<file path="src/rtl/reward_item_controller.sv">
// Reward-item controller: pickup arbitration, one active item,
// per-second timing and expiry pulse for the HUD and tank logic.
module reward_item_controller #(
  parameter int CLK_FREQ  = 100000000,
  parameter int ITEM_TIME = 30
) (
  input  logic       clk,
  input  logic       rst_n,
  input  logic       enable_reward,
  input  logic       game_pause,
  input  logic [3:0] pickup_req,
  output logic [3:0] pickup_grant,
  output logic       item_laser,
  output logic       item_faster,
  output logic       item_frozen,
  output logic       item_invincible,
  output logic [9:0] item_cnt,
  output logic       item_active,
  output logic       item_expire
);

  localparam int PW = (CLK_FREQ > 1) ? $clog2(CLK_FREQ) : 1;
  localparam logic [PW-1:0] PMAX = PW'(CLK_FREQ - 1);
  localparam logic [9:0]    CMAX = 10'(ITEM_TIME - 1);

  typedef enum logic {IDLE, ACTIVE} state_t;

  state_t      state_q, state_d;
  logic [PW-1:0] presc_q, presc_d;
  logic [9:0]  cnt_q, cnt_d;
  logic [3:0]  flags_q, flags_d;
  logic [3:0]  grant_q, grant_d;
  logic        expire_q, expire_d;
  logic [3:0]  win;
  logic        accept;
  logic        tick;

  // Highest set request bit wins; losers are dropped.
  always_comb begin
    win = 4'b0000;
    priority case (1'b1)
      pickup_req[3]: win = 4'b1000;
      pickup_req[2]: win = 4'b0100;
      pickup_req[1]: win = 4'b0010;
      pickup_req[0]: win = 4'b0001;
      default:       win = 4'b0000;
    endcase
  end

  assign accept = enable_reward && (pickup_req != 4'b0000);
  assign tick   = (presc_q == PMAX);

  always_comb begin
    state_d  = state_q;
    presc_d  = presc_q;
    cnt_d    = cnt_q;
    flags_d  = flags_q;
    grant_d  = 4'b0000;
    expire_d = 1'b0;
    if (!enable_reward) begin
      state_d = IDLE;
      presc_d = '0;
      cnt_d   = '0;
      flags_d = 4'b0000;
    end else if (accept) begin
      // A pickup beats a coincident expiring tick.
      state_d = ACTIVE;
      presc_d = '0;
      cnt_d   = '0;
      flags_d = win;
      grant_d = win;
    end else begin
      unique case (state_q)
        IDLE: begin
          presc_d = '0;
          cnt_d   = '0;
        end
        ACTIVE: begin
          if (!game_pause) begin
            if (tick) begin
              presc_d = '0;
              if (cnt_q == CMAX) begin
                state_d  = IDLE;
                cnt_d    = '0;
                flags_d  = 4'b0000;
                expire_d = 1'b1;
              end else begin
                cnt_d = cnt_q + 10'd1;
              end
            end else begin
              presc_d = presc_q + PW'(1);
            end
          end
        end
        default: state_d = IDLE;
      endcase
    end
  end

  always_ff @(posedge clk or negedge rst_n) begin
    if (!rst_n) begin
      state_q  <= IDLE;
      presc_q  <= '0;
      cnt_q    <= '0;
      flags_q  <= 4'b0000;
      grant_q  <= 4'b0000;
      expire_q <= 1'b0;
    end else begin
      state_q  <= state_d;
      presc_q  <= presc_d;
      cnt_q    <= cnt_d;
      flags_q  <= flags_d;
      grant_q  <= grant_d;
      expire_q <= expire_d;
    end
  end

  assign item_laser      = flags_q[3];
  assign item_faster     = flags_q[2];
  assign item_frozen     = flags_q[1];
  assign item_invincible = flags_q[0];
  assign item_active     = |flags_q;
  assign item_cnt        = cnt_q;
  assign pickup_grant    = grant_q;
  assign item_expire     = expire_q;

endmodule

</file>
<file path="config.mk">
export PLATFORM = sky130hd
export DESIGN_NAME = reward_item_controller
export DESIGN_NICKNAME = d
export VERILOG_FILES = /design/src/rtl/reward_item_controller.sv
export SDC_FILE = /design/constraint.sdc
export NUM_CORES = 1
export LEC_CHECK = 0
export CORE_MARGIN = 3
export CORE_UTILIZATION = 51
export DETAILED_ROUTE_END_ITERATION = 16
export PLACE_DENSITY = 0.76
export SLEW_MARGIN = 20
export SYNTH_ARGS = -nofsm -noshare
export SYNTH_HDL_FRONTEND = slang
export SYNTH_SLANG_ARGS = --single-unit
</file>
<file path="constraint.sdc">
create_clock -name clk -period 2.02 [get_ports clk]
set_clock_uncertainty 0.1 [all_clocks]
set_input_delay 0.404 -clock clk [delete_from_list [all_inputs] [get_ports clk]]
set_output_delay 0.404 -clock clk [all_outputs]
set_load 0.02 [all_outputs]
</file>
==> out/metrics.cfg, run 1 <==
[placed_design]
pre_cts_ws_ns = -0.309
port_buffers = 27
gp_congestion = 0.857
dpl.cell_count = 399
dp_hpwl_um = 4460

[cts]
cts_sinks = 47
cts_root_buffer = clkbuf_8
cts_buffers = 5
cts.reportedPaths.clkPinSlew_ns = 0.10
htree_levels = 2
clk_latency_ns = 0.31
clockBufferDepth = 2
cts_tree = built

[die]
rows = 25
top_level_ports = 28
die_area_um2 = 5990
start_util_pct = 53.9
coreArea_um2 = 4820
die_w_um = 77.4
die_y_um = 77.4

[synth]
synth_area_um2 = 2600
synthFlopType = dfrtp_1
avgSynthCellArea_um2 = 9.62
synth-edff-count = 0
synth_area_leaders = dfrtp_1 (45%), xnor2_1 (7.1%), nor2_1 (4.8%), nand2_1 (3.6%), nand3_1 (3.1%)
syn_nets = 281
synth_top_area_share_pct = 45.3
yosysTopAreaCell = dfrtp_1
async_reset_ff_share_pct = 100
ys_ff_latch = 47
synth_warnings = 0
synth_most_common_cell = dfrtp_1
syn_inst = 270
synth_cell_types = 50
synth_common_cells = dfrtp_1 (47), nor2_1 (33), nand2_1 (25)
ys_seq_area_share_pct = 45.3

[detailed_routing]
wl_um = 7440
drc = 0
firstDrtPassIters = 5
num_vias = 2482
drtIter0Drc = 203
wire_per_inst_um = 17.7
ant_nets = 0
vias_per_cell = 5.90

[finish]
layout.nets = 364
drive_above_1_share_pct = 29.4
insertedDiodeCount = 0
syn2layout_area_growth_pct = 40.2
instances_no_fill = 421
final_util_pct = 75.6

[timing]
worstMarginPinSlew_ns = 0.536
min_period_ns = 2.20
hold_viol = 0
max_freq_ghz = 0.455
rsz0062_at_grt = true
maxSlewHeadroom_pct = 64.3
hold_ws_ns = 0.293
drv_slew = 0
fin_ws_ns = -0.179
setup_viol = 10
finalCritPeriodShare_pct = 109

[power_and_ir_drop]
p_leak_nw = 1.58
p_total_mw = 1.78
power.density_nw_per_um2 = 490
peakVddDrop_uv = 368

[worst_setup_path]
arrival_ns = 2.34
endpoint_kind = flip-flop
cpMaxStageDelayCell = or4b_4
cp.required_ns = 2.16
path_class = flip-flop to flip-flop
crit_chain = or4b_4 -> nor4_4 -> buf_4 -> nand2_4 -> or4b_1 -> o21ai_1
startpoint_type = flip-flop
critPathMaxFanout = 5
slowest_delay_ns = 0.56

[status]
violations = setup timing
status = finished, violations left

[grt]
grt-ovfl-total = 0
grt_max_degree = 26
grt_pass1_vias = 2321
track_usage_pct = 23.0
antenna_found_initial = 0
grt_pass1_wl_um = 11100

[worst_hold_path]
hold_class = primary input to flip-flop

[flow_run]
cap_violations = 0

[final timing paths]
path	start	endpoint	slack, ns	depth (start not counted)
worst max-delay path	presc_q[8]	item_cnt[3]	-0.18	6
worst min-delay path	pickup_req[1]	pickup_grant[0]	0.29	2
worst max register to register	presc_q[8]	item_cnt[3]	-0.18	6
worst min register to register	flags_q[0]	flags_q[0]	0.44	1
max in group asynchronous	rst_n	presc_q[19]	0.79	3
min in group asynchronous	rst_n	item_cnt[7]	0.50	2
[registers in the layout, summed over array words and instances (netlist names)]
signal and count:
presc_q 27, flags_q 4, state_q 1, pickup_grant 4
item_expire 1, item_cnt 10
[critical path, delay by kind of cell, from the launching register on]
kind | cells | cell delay [ns]
flops | 1 | 0.40
compound gates | 1 | 0.09
buf+inv | 1 | 0.18
simple gates | 4 | 1.36
[power breakdown]
part | switching (mW) | internal [mW]
clock | 0.351 | 0.373
combinational | 0.0594 | 0.0453
sequential | 0.00699 | 0.947
[through the flow]
| step | area, µm² | setup TNS, ns |
|---|---|---|
| 2_1_floorplan | 2600 | -0.191 |
| 3_3_place_gp | 3250 | -8.04 |
| 3_5_place_dp | 3250 | -8.50 |
| 4_1_cts | 3440 | -2.16 |
| 5_1_grt | 3640 | -2.15 |
| 6_report | 3640 | -0.920 |
[cell families (layout without fill, tap and decap cells)]
| kind of cell | count (synthesis) | after routing | share of synthesized area (%) |
|---|---|---|---|
| flip-flops | 47 | 47 | 45.3 |
| buffers and inverters | 24 | 107 | 4.67 |
| adder cells (fa/ha/maj) | 3 | 3 | 1.45 |
| AO/OA/AOI/OAI | 32 | 32 | 9.30 |
| multiplexers | 3 | 3 | 1.16 |
| AND/OR/NAND/NOR | 140 | 141 | 31.1 |
| XOR/XNOR | 21 | 21 | 7.08 |
[cell usage in the layout (no fill, tap or decap), drive strengths merged, types with 2 or more instances in the layout]
cell type       n
clkdlybuf4s50  21
nand3          16
nand4           6
ha              3
buf            63
nor4           11
and3            3
o21ai           5
a41o            3
a21o            4
dfrtp          47
a22o            2
nor2           33
nand2          27
and2            2
a22oi           2
and4            5
mux2i           3
xnor2          21
nor3           11
a21oi           4
nor3b           4
nand3b          2
nor4b           5
dlymetal6s2s    4
or4b            2
inv            10
a31oi           4
a21bo           3
or3             6
clkbuf          6
or2             3
[cell type report]
cell class,count,area (µm²)
fillers,335,1170
multi-input cells,200,1440
inverters,9,33.8
clock inverters,3,46.3
clock buffers,5,68.8
flip-flops and latches,47,1180
repair buffers,90,796
well taps,67,83.8
[metal layers]
| layer | share of wire [%] | GRT usage (%) | vias to the layer above |
|---|---|---|---|
| met4 | 2.2 | 6.23 | 0 |
| met2 | 52 | 39.7 | 139 |
| met1 | 39 | 30.0 | 1189 |
| met5 | 0 | 0 | - |
| met3 | 6.7 | 3.83 | 21 |
| li1 | - | - | 1133 |
[timing repair]
item                                    in CTS  in global routing
pin swaps                                    6                 15
gates cloned                                 1                  3
setup buffers                                2                  7
endpoints found under the setup margin      38                 44
hold endpoints to repair                    22                  0
resized for setup                           14                 27
hold buffers                                 1                  0
Note: power is estimated with default switching activity, not from simulation.
==> inputs of run 2 (changes only) <==
Settings changed: SLEW_MARGIN 20 to unset.
==> results of run 2 <==
The final DEF is identical to that of run 1; final timing and power are the same.
==> inputs of run 3 (changes only) <==
Settings changed: CORE_UTILIZATION 51 to 45, HOLD_SLACK_MARGIN set to 0.03, PLACE_DENSITY 0.76 to 0.68, SKIP_LAST_GASP set to 1.
==> out/metrics.cfg, run 3 (synthesis gave the netlist of run 1 again) <==
[cts]
htree_levels = 2  ; unchanged
cts.reportedPaths.clkPinSlew_ns = 0.10  ; about the same
cts_buffers = 5  ; unchanged
cts_root_buffer = clkbuf_8
cts_tree = built
cts_sinks = 47  ; unchanged
clk_latency_ns = 0.31  ; about the same
clockBufferDepth = 2  ; unchanged

[grt]
grt-ovfl-total = 0  ; unchanged
grt.busiest_layer = met2
grt.met1_usage_pct = 25.9  ; -4.2 points
grt_pass1_vias = 2082  ; -10%
grt_max_degree = 19  ; -27%
track_usage_pct = 18.8  ; -4.2 points
antenna_found_initial = 0  ; unchanged
met3_usage_pct = 4.06  ; +0.23 points
grt_pass1_wl_um = 9780  ; -12%
grt_use_met2_pct = 30.4  ; -9.4 points

[placed_design]
port_buffers = 27  ; unchanged
dp_hpwl_um = 4280  ; -4.1%
placedInstanceArea_um2 = 3230  ; -0.66%
dpl.cell_count = 402  ; +0.75%
gp_congestion = 0.916  ; +6.9%

[timing]
min_period_ns = 2.12  ; -0.0785 ns
fin_ws_ns = -0.100  ; +0.0785 ns
maxSlewHeadroom_pct = 73.5  ; +9.2 points
drv_slew = 0  ; unchanged
worstMarginPinSlew_ns = 0.398  ; -0.138 ns
hold_ws_ns = 0.297  ; +0.00430 ns
max_freq_ghz = 0.472  ; +3.7%
setup_viol = 30  ; +20
rsz0062_at_grt = true
finalCritPeriodShare_pct = 105  ; -3.9 points
hold_viol = 0  ; unchanged

[power_and_ir_drop]
peakVddDrop_uv = 411  ; +12%
power.density_nw_per_um2 = 507  ; +3.6%
p_leak_nw = 1.50  ; -5.1%

[worst_setup_path]
path_class = flip-flop to flip-flop
arrival_ns = 2.27  ; -0.07 ns
cp.required_ns = 2.17  ; about the same
startpoint_type = flip-flop
crit_family = simple AND/OR/NAND/NOR gates
slowest_delay_ns = 0.55  ; about the same
cpMaxStageDelayCell = or4b_4
endpoint_kind = flip-flop
timing.critical_path.buf_inv = 1  ; unchanged
crit_chain = or4b_4 -> nor4_4 -> buf_4 -> nand2_4 -> or4b_1 -> o21ai_1
critPathMaxFanout = 5  ; unchanged

[status]
status = finished, violations left
violations = setup timing

[detailed_routing]
firstDrtPassIters = 4  ; -1
vias_per_cell = 5.46  ; -7.4%
drc = 0  ; unchanged
wl_um = 6140  ; -18%
ant_nets = 0  ; unchanged
wire_per_inst_um = 14.8  ; -16%
num_vias = 2265  ; -8.7%
drtIter0Drc = 179  ; -12%

[finish]
multi_input_area_um2 = 1400  ; -2.4%
design_area_um2 = 3510  ; -3.5%
largest_register_ffs = 27  ; unchanged
nFillCells = 444  ; +33%
instances_no_fill = 415  ; -1.4%
final_util_pct = 63.4  ; -12 points
drive_above_1_share_pct = 25.9  ; -3.4 points
layout_common_cells = dfrtp_1 (47), buf_4 (47), nor2_1 (32)
layout.nets = 353  ; -3.0%
regArea_um2 = 1180  ; unchanged
regMostFlops = presc_q
insertedDiodeCount = 0  ; unchanged
syn2layout_area_growth_pct = 35.3

[die]
die_y_um = 82.0  ; +6.0%
coreArea_um2 = 5540  ; +15%
die_area_um2 = 6720  ; +12%
rows = 27  ; +8.0%
top_level_ports = 28  ; unchanged
die_w_um = 82.0  ; +6.0%
start_util_pct = 46.9  ; -7.0 points

[worst_hold_path]
hold_class = primary input to flip-flop

[flow_run]
cap_violations = 0  ; unchanged

[run 3: final cells by class]
class	instances	share of cell area (%)
clock buffers	5	1.96
clock inverters	3	1.32
inverters	9	0.962
multi-input cells	200	39.9
flip-flops and latches	47	33.5
well taps	72	2.56
repair buffers	79	19.8
[run 3: worst paths after layout]
check	from	endpoint	slack, ns	cells after the start
min reg2reg	flags_q[0]	flags_q[0]	0.40	1
max in group asynchronous	rst_n	presc_q[12]	0.82	3
min	pickup_req[3]	pickup_grant[2]	0.30	2
min in group asynchronous	rst_n	item_cnt[0]	0.44	2
max reg2reg	presc_q[19]	item_cnt[3]	-0.10	6
max	presc_q[19]	item_cnt[3]	-0.10	6
[run 3: timing repair]
item,in CTS,in global routing
setup buffers,1,2
cloned,1,2
pin swaps,3,12
hold buffers,1,0
endpoints found under the hold margin,16,0
endpoints found under the setup margin,35,42
resized for setup,6,24
[run 3: metal layers]
metal / wire length (µm) / up-vias
met5: 0 / -
met1: 2870 / 1095
li1: - / 1104
met4: 46 / 0
met3: 283 / 8
met2: 2940 / 58
[run 3: worst register-to-register path, delay by kind of cell, from the launching register on]
kind                   cells  cell delay (ns)
flip-flops                 1             0.39
AO/OA/AOI/OAI              1             0.08
buffers and inverters      1             0.17
AND/OR/NAND/NOR            4             1.31
[run 3: report_power, final]
| part | total [mW] | switching [mW] | internal (mW) |
|---|---|---|---|
| clock network | 0.728 | 0.355 | 0.373 |
| logic | 0.101 | 0.0570 | 0.0441 |
| registers | 0.953 | 0.00579 | 0.947 |
[run 3: through the flow]
step           TNS [ns]  setup WS, ns  power (mW)
2_1_floorplan    -0.191       -0.0761        1.00
6_report         -0.715        -0.100        1.78
5_1_grt           -3.15        -0.185        1.85
4_1_cts           -1.04        -0.119        1.79
3_5_place_dp     -12.06        -0.426        1.07
3_3_place_gp     -10.36        -0.324        1.07
